--- src/rtl/seq_divider.sv ---
`default_nettype none
// ============================================================================
// Module   : seq_divider
// Purpose  : Multi-cycle restoring divider producing one quotient bit per
//            clock. Supports a per-operation signed/unsigned mode, detects
//            divide-by-zero and uses a start/busy/done handshake.
// Ports    : clk            - system clock, rising edge
//            reset_n        - synchronous active-low reset
//            i_start        - operation request, accepted only while idle
//            i_signed_mode  - 1: operands are two's complement (sampled w/ start)
//            i_a / i_b      - dividend / divisor (sampled with start)
//            o_busy         - high from the cycle after acceptance to done (incl.)
//            o_done         - one-cycle pulse, results valid
//            o_q / o_r      - quotient / remainder, held until next accepted start
//            o_div_by_zero  - divisor was zero, held with o_q/o_r
// Revision : 1.0 - initial release
// ============================================================================
module seq_divider #(
    parameter int WIDTH     = 8,
    parameter bit SIGNED_EN = 1'b1
) (
    input  logic             clk,
    input  logic             reset_n,
    input  logic             i_start,
    input  logic             i_signed_mode,
    input  logic [WIDTH-1:0] i_a,
    input  logic [WIDTH-1:0] i_b,
    output logic             o_busy,
    output logic             o_done,
    output logic [WIDTH-1:0] o_q,
    output logic [WIDTH-1:0] o_r,
    output logic             o_div_by_zero
);

    localparam int               c_CW       = $clog2(WIDTH);
    localparam logic [c_CW-1:0]  c_CNT_INIT = c_CW'(WIDTH - 1);
    localparam logic [c_CW-1:0]  c_CNT_ONE  = c_CW'(1);
    localparam logic [WIDTH-1:0] c_ONE      = WIDTH'(1);

    typedef enum logic [1:0] {
        S_IDLE = 2'd0,
        S_CALC = 2'd1,
        S_FIX  = 2'd2,
        S_DONE = 2'd3
    } state_t;

    state_t            r_state;
    state_t            w_state_nxt;

    logic [WIDTH-1:0]  r_q;
    logic [WIDTH-1:0]  r_r;
    logic              r_dbz;
    logic [WIDTH-1:0]  r_work;    // partial remainder
    logic [WIDTH-1:0]  r_dvd;     // dividend bits shift out, quotient bits shift in
    logic [WIDTH-1:0]  r_dvs;     // divisor magnitude
    logic [c_CW-1:0]   r_cnt;
    logic              r_neg_q;
    logic              r_neg_r;

    logic              w_mode;
    logic              w_a_neg;
    logic              w_b_neg;
    logic [WIDTH-1:0]  w_a_mag;
    logic [WIDTH-1:0]  w_b_mag;
    logic              w_b_zero;
    logic [WIDTH+1:0]  w_trial;
    logic              w_trial_neg;
    logic [WIDTH-1:0]  w_q_fix;
    logic [WIDTH-1:0]  w_r_fix;

    // Operand conditioning at acceptance. The magnitude of MIN is MIN itself,
    // which is the correct unsigned value 2^(WIDTH-1).
    assign w_mode   = i_signed_mode & SIGNED_EN;
    assign w_a_neg  = w_mode & i_a[WIDTH-1];
    assign w_b_neg  = w_mode & i_b[WIDTH-1];
    assign w_a_mag  = w_a_neg ? (~i_a + c_ONE) : i_a;
    assign w_b_mag  = w_b_neg ? (~i_b + c_ONE) : i_b;
    assign w_b_zero = (i_b == '0);

    // Trial subtraction carries two extra bits so the top bit is a clean
    // borrow flag; the partial remainder never exceeds WIDTH bits afterwards.
    assign w_trial     = {1'b0, r_work, r_dvd[WIDTH-1]} - {2'b00, r_dvs};
    assign w_trial_neg = w_trial[WIDTH+1];

    // Truncating-division sign fix-up: quotient negative iff operand signs
    // differ, remainder follows the dividend.
    assign w_q_fix = r_neg_q ? (~r_dvd + c_ONE) : r_dvd;
    assign w_r_fix = r_neg_r ? (~r_work + c_ONE) : r_work;

    always_comb begin
        w_state_nxt = r_state;
        o_busy      = 1'b0;
        o_done      = 1'b0;
        case (r_state)
            S_IDLE: begin
                if (i_start) begin
                    w_state_nxt = w_b_zero ? S_DONE : S_CALC;
                end
            end
            S_CALC: begin
                o_busy = 1'b1;
                if (r_cnt == '0) begin
                    w_state_nxt = S_FIX;
                end
            end
            S_FIX: begin
                o_busy      = 1'b1;
                w_state_nxt = S_DONE;
            end
            S_DONE: begin
                o_busy      = 1'b1;
                o_done      = 1'b1;
                w_state_nxt = S_IDLE;
            end
            default: begin
                w_state_nxt = S_IDLE;
            end
        endcase
    end

    always_ff @(posedge clk) begin
        if (!reset_n) begin
            r_state <= S_IDLE;
            r_q     <= '0;
            r_r     <= '0;
            r_dbz   <= 1'b0;
            r_work  <= '0;
            r_dvd   <= '0;
            r_dvs   <= '0;
            r_cnt   <= '0;
            r_neg_q <= 1'b0;
            r_neg_r <= 1'b0;
        end else begin
            r_state <= w_state_nxt;
            case (r_state)
                S_IDLE: begin
                    if (i_start) begin
                        r_dbz <= w_b_zero;
                        if (w_b_zero) begin
                            // Results are known immediately; identical in both modes.
                            r_q <= '1;
                            r_r <= i_a;
                        end else begin
                            r_work  <= '0;
                            r_dvd   <= w_a_mag;
                            r_dvs   <= w_b_mag;
                            r_cnt   <= c_CNT_INIT;
                            r_neg_q <= w_a_neg ^ w_b_neg;
                            r_neg_r <= w_a_neg;
                        end
                    end
                end
                S_CALC: begin
                    if (!w_trial_neg) begin
                        r_work <= w_trial[WIDTH-1:0];
                        r_dvd  <= {r_dvd[WIDTH-2:0], 1'b1};
                    end else begin
                        r_work <= {r_work[WIDTH-2:0], r_dvd[WIDTH-1]};
                        r_dvd  <= {r_dvd[WIDTH-2:0], 1'b0};
                    end
                    r_cnt <= r_cnt - c_CNT_ONE;
                end
                S_FIX: begin
                    r_q <= w_q_fix;
                    r_r <= w_r_fix;
                end
                default: begin
                end
            endcase
        end
    end

    assign o_q           = r_q;
    assign o_r           = r_r;
    assign o_div_by_zero = r_dbz;

endmodule
`default_nettype wire
--- config.mk ---
export PLATFORM = sky130hd
export DESIGN_NAME = seq_divider
export DESIGN_NICKNAME = d
export VERILOG_FILES = /design/src/rtl/seq_divider.sv
export SDC_FILE = /design/constraint.sdc
export NUM_CORES = 1
export LEC_CHECK = 0
export ABC_AREA = 1
export CORE_AREA = 5 5 85 87
export DETAILED_ROUTE_END_ITERATION = 6
export DIE_AREA = 0 0 90 92
export PLACE_DENSITY = 0.79
export SLEW_MARGIN = 20
export SYNTH_ARGS = -nofsm -noshare
export SYNTH_HDL_FRONTEND = slang
export SYNTH_SLANG_ARGS = --single-unit
--- constraint.sdc ---
create_clock -name clk -period 1.68 [get_ports clk]
set_clock_uncertainty 0.05 [all_clocks]
set_input_delay 0.168 -clock clk [delete_from_list [all_inputs] [get_ports clk]]
set_output_delay 0.168 -clock clk [all_outputs]
set_load 0.02 [all_outputs]
==> reports/qor.yml, run 1 <==
syn_inst: 458
mostFrequentLayoutCell: "nand2_1"
htreeDepth: 2
grt_usage_pct: 21.9
end_kind: "flop"
antenna_found_initial: 0
cts_num_sinks: 48
synth_nets: 497
hold_class: "flop to flop"
cp.arrival_ns: 1.81
cts_tree: "built"
path_max_fanout: 3
fmax_mhz: 596
synth_top_area_cell: "dfxtp_1"
synth.cell_area_um2: 3150
place_area_um2: 4050
p_per_area_nw_per_um2: 1520
antenna_cells: 0
ys_ff_latch: 48
grt-ovfl-total: 0
start_util_pct: 50.2
whs_ns: 0.421
slew_viol_final: 0
grt_max_degree: 23
place.gp.congestion: 0.970
synth_cell_types: 36
placementRows: 29
worstPathRequired_ns: 1.82
ys_warn_count: 0
drt_iter0_markers: 255
rsz0062_at_grt: "true"
critPathLaunchType: "flop"
fin_crit_sh_pct: 99.8
relSlewSlack_pct: 61.3
clockRootBuffer: "clkbuf_8"
status: "complete, no violations"
drive_gt1_share_pct: 30.5
io_pins: 39
die_area_um2: 8280
ctsHoldBuffers: 0
dp_hpwl_um: 6900
wirelength_um: 9990
maxCapViolCount: 0
cts_buffer_depth: 2
grt_pass1_vias: 3330
vdd_drop_max_uv: 1060
setup_viol: 0
core_area_um2: 6280
drc: 0
postRouteAntennaNets: 0
synth_top_area_share_pct: 30.5
hold_violations: 0
clk_latency_ns: 0.31
fin_area_um2: 4510
dr.pass1.iters: 4
areaGrowthSynthToFinish_pct: 43.1
wl_per_cell_um: 15.8
port_buffers: 38
tightest_slew_ns: 0.579
layout_common_cells: "nand2_1 (70), buf_4 (62), inv_1 (51)"
nNetsFinal: 595
die_x_um: 90
finalCriticalPeriod_ns: 1.68
fillers: 478
seq_area_frac_synth_pct: 30.5
p_leak_uw: 0.00199
synthTopCellsByArea: "dfxtp_1 (30%), nand2_1 (9.5%), a21oi_1 (8.3%), inv_1 (7.3%), ha_1 (7.1%)"
cts_buffers: 5
worstSetupPathType: "flop to flop"
path_clk_slew_ns: 0.10
grt_first_pass_wirelength_um: 15400
syn_avg_cell_area_um2: 6.88
viasPerCell: 5.63
postLayoutCoreUtil_pct: 71.9
dieHeight_um: 92
routed-via-count: 3567
-- path summary, 6_finish.rpt --
check            from        end  slack [ns]  depth (start not counted)
max          r_dvs[3]  r_work[4]       0.003                         10
min          r_cnt[0]   r_cnt[0]        0.42                          1
max reg2reg  r_dvs[3]  r_work[4]       0.003                         10
min reg2reg  r_cnt[0]   r_cnt[0]        0.42                          1
-- layer usage --
layer / share of wire [%] / global-route usage [%]
met5: 0 / 0
met4: 2.7 / 7.94
met1: 41 / 27.6
met2: 50 / 37.4
met3: 5.7 / 4.17
-- sequential cells by signal, indices dropped and copies added, names as in the netlist --
signal         count
r_cnt              3
o_r                8
r_neg_q            1
r_work             8
r_state            2
r_neg_r            1
o_div_by_zero      1
r_dvs              8
o_q                8
r_dvd              8
-- metrics by stage --
stage	power, uW	setup TNS (ns)	setup slack [ns]	cells
3_5_place_dp	5060	-7.61	-0.260	620
6_report	6880	0	0.00307	634
4_1_cts	6080	-0.000832	-0.000832	628
3_3_place_gp	4940	-4.63	-0.151	620
2_1_floorplan	3830	0	0.0228	458
5_1_grt	7400	-0.382	-0.0785	634
-- power breakdown --
part	total [uW]	internal (uW)	leakage (uW)	switching, uW
Sequential	1590	1370	0.000397	219
Clock	914	488	0.0000614	426
Combinational	4370	1890	0.00153	2490
-- Yosys cell counts, drive strengths merged --
master	number
nand2	90
inv	64
a21oi	61
o21ai	49
dfxtp	48
nand3	38
nor2	25
ha	18
xor2	13
nand4	11
clkbuf	9
buf	8
a31oi	7
nor3	3
o211ai	3
or2	3
a211oi	2
xnor2	2
clkinv	1
fa	1
nand3b	1
o22ai	1
-- worst max-delay path, cell delays in order, from the launching register on --
cell,delay (ns)
dfxtp_2,0.34
inv_1,0.10
ha_4,0.22
buf_4,0.14
nand2_1,0.05
inv_1,0.07
a21oi_2,0.15
xor2_1,0.21
nand2_1,0.09
nand3_2,0.08
a21oi_2,0.05
-- final cells by class --
| type | count | area, um2 | area share (%) |
|---|---|---|---|
| clock buffers | 6 | 82.6 | 1.83 |
| clock inverters | 2 | 38.8 | 0.860 |
| inverters | 65 | 246 | 5.46 |
| multi-input cells | 329 | 2110 | 46.9 |
| flip-flops and latches | 48 | 978 | 21.7 |
| well taps | 77 | 96.3 | 2.14 |
| repair buffers | 107 | 953 | 21.1 |
-- timing repair --
| item | in CTS | in global routing |
|---|---|---|
| pin swaps | 3 | 21 |
| setup buffers | 0 | 4 |
| cloned | 0 | 2 |
| gates resized for setup | 13 | 68 |
| setup endpoints to repair | 8 | 38 |
-- cell families (layout without fill, tap and decap cells) --
group	Yosys count	in the layout	synth area share [%]
xor gates and xnor gates	15	15	4.17
buffers and inverters	82	180	10.5
AOI/OAI and AO/OA	123	123	22.0
DFF	48	48	30.5
adders and majority gates	19	19	7.78
and+or+nand+nor	171	172	25.0
Note: power is estimated with default switching activity, not from simulation.
==> run 2, diff against run 1 <==
--- a/config.mk
+++ b/config.mk
@@ -6,10 +6,11 @@
 export NUM_CORES = 1
 export LEC_CHECK = 0
 export ABC_AREA = 1
-export CORE_AREA = 5 5 85 87
+export CORE_AREA = 5 5 84 86
+export CTS_BUF_LIST = sky130_fd_sc_hd__clkbuf_8
 export DETAILED_ROUTE_END_ITERATION = 6
-export DIE_AREA = 0 0 90 92
-export PLACE_DENSITY = 0.79
+export DIE_AREA = 0 0 89 91
+export PLACE_DENSITY = 0.8
 export SLEW_MARGIN = 20
 export SYNTH_ARGS = -nofsm -noshare
 export SYNTH_HDL_FRONTEND = slang
==> reports/qor.yml, run 2 (synthesized netlist as in run 1, its figures left out) <==
io_pins: 39
viasPerCell: 5.54
end_kind: "flop"
worstPathRequired_ns: 1.79
hold_class: "flop to flop"
critPathLaunchType: "flop"
wl_per_cell_um: 14.9
placementRows: 29
grt_max_degree: 27
die_area_um2: 8100
mostFrequentLayoutCell: "nand2_1"
postRouteAntennaNets: 0
drive_gt1_share_pct: 29.6
routed-via-count: 3520
path_clk_slew_ns: 0.09
p_sw_uw: 3160
wirelength_um: 9480
switching_share_pct: 45.7
nNetsFinal: 596
violations: "negative setup slack"
clockRootBuffer: "clkbuf_8"
grt_usage_pct: 22.8
internal_power_uw: 3750
grt_first_pass_wirelength_um: 15000
slowest_delay_ns: 0.43
drc: 0
antenna_found_initial: 0
cp.arrival_ns: 1.83
layout_common_cells: "nand2_1 (69), buf_4 (62), inv_1 (55)"
p_leak_uw: 0.00200
cts_tree: "built"
cp_slowest_cell: "dfxtp_1"
start_util_pct: 50.8
crit_top_cell: "nand2_4"
core_area_um2: 6200
p_seq_share_pct: 22.7
cts_buffers: 5
dr.pass1.iters: 5
dp_hpwl_um: 6840
cts_buffer_depth: 2
multi_input_area_um2: 2120
grt_pass1_vias: 3209
setup_viol: 2
worst_slack_ns: -0.0351
clk_latency_ns: 0.30
place_area_um2: 4080
grt-ovfl-total: 0
fin_area_um2: 4490
fin_crit_sh_pct: 102
areaGrowthSynthToFinish_pct: 42.6
cts_num_sinks: 48
fillers: 470
relSlewSlack_pct: 58.7
crit_family: "simple AND/OR/NAND/NOR gates"
p_per_area_nw_per_um2: 1540
maxCapViolCount: 0
crit_chain: "ha_4, nand2_4, inv_2, nand2_1, nand2_2, nand2_4, buf_6, nand4_1, nand3_1, a21oi_2"
antenna_cells: 0
die_x_um: 89
worstSetupPathType: "flop to flop"
port_buffers: 38
fmax_mhz: 583
drt_iter0_markers: 289
place.gp.congestion: 0.884
comb_power_share_pct: 65.4
pre_cts_ws_ns: -0.237
status: "finished, violations left"
rsz0062_at_grt: "true"
final.setup.tns_ns: -0.0381
vdd_drop_max_uv: 1100
area.sequential_um2: 975
finalCriticalPeriod_ns: 1.72
critPathBufInv: 2
clkPwrFrac_pct: 11.9
path_max_fanout: 4
place_inst: 624
tightest_slew_ns: 0.619
slew_viol_final: 0
hold_violations: 0
dieHeight_um: 91
final_cells: 635
ctsHoldBuffers: 0
htreeDepth: 2
run 2: cell types whose count changed in the layout (fill, tap and decap cells not counted), moves of 3 or more:
| cell | change |
|---|---|
| ha_1 | +3 |
| o21ai_0 | +6 |
| inv_1 | +4 |
| o21ai_1 | -6 |
| inv_2 | -3 |
run 2: power by group through the flow:
stage                     Combinational [uW]  Clock (uW)  Sequential (uW)
after floorplan                         2290           0             1540
after global placement                  3480           0             1540
after detailed placement                3580           0             1550
after CTS                               3910         831             1540
after global routing                    4940         876             1590
final                                   4520         821             1570
run 2: final timing paths:
check | slack (ns) | depth (start not counted) | startpoint | endpoint
min reg2reg | 0.41 | 1 | r_cnt[0] | r_cnt[0]
min | 0.41 | 1 | r_cnt[0] | r_cnt[0]
max | -0.04 | 10 | r_work[2] | r_work[3]
max reg2reg | -0.04 | 10 | r_work[2] | r_work[3]
run 2: stage by stage:
stage / total power, uW / hold slack, ns / util, %
after CTS: 6280 / 0.412 / 69.2
after detailed placement: 5130 / 0.398 / 65.7
after global routing: 7400 / 0.461 / 72.4
after floorplan: 3830 / 0.272 / -
final: 6910 / 0.414 / 72.4
after global placement: 5020 / 0.384 / 65.7
run 2: worst register-to-register path, delay by kind of cell (launching register included):
kind | cells | cell delay [ns]
AOI/OAI and AO/OA | 1 | 0.07
buffers and inverters | 2 | 0.17
DFF | 1 | 0.43
and+or+nand+nor | 6 | 0.62
adders and majority gates | 1 | 0.25
run 2: repair_timing:
item	4_1_cts	5_1_grt
cloned	1	0
pin swaps	7	23
setup endpoints to repair	11	28
endpoints found under the hold margin	0	0
buffers inserted	0	2
resized for setup	23	50
run 2: cell type report:
| class | count | area share [%] |
|---|---|---|
| flip-flops and latches | 48 | 21.7 |
| repair buffers | 108 | 21.2 |
| clock inverters | 3 | 0.863 |
| inverters | 65 | 5.46 |
| multi-input cells | 329 | 47.1 |
| clock buffers | 5 | 1.53 |
| well taps | 77 | 2.14 |
run 2: layer usage:
metal  routed length [um]  up-vias  track usage (%)
met5                    0        -                0
met4                  212        0             6.58
met3                  543       23             3.08
met2                 4680      143             37.3
met1                 4050     1629             31.3
li1                     -     1725                -
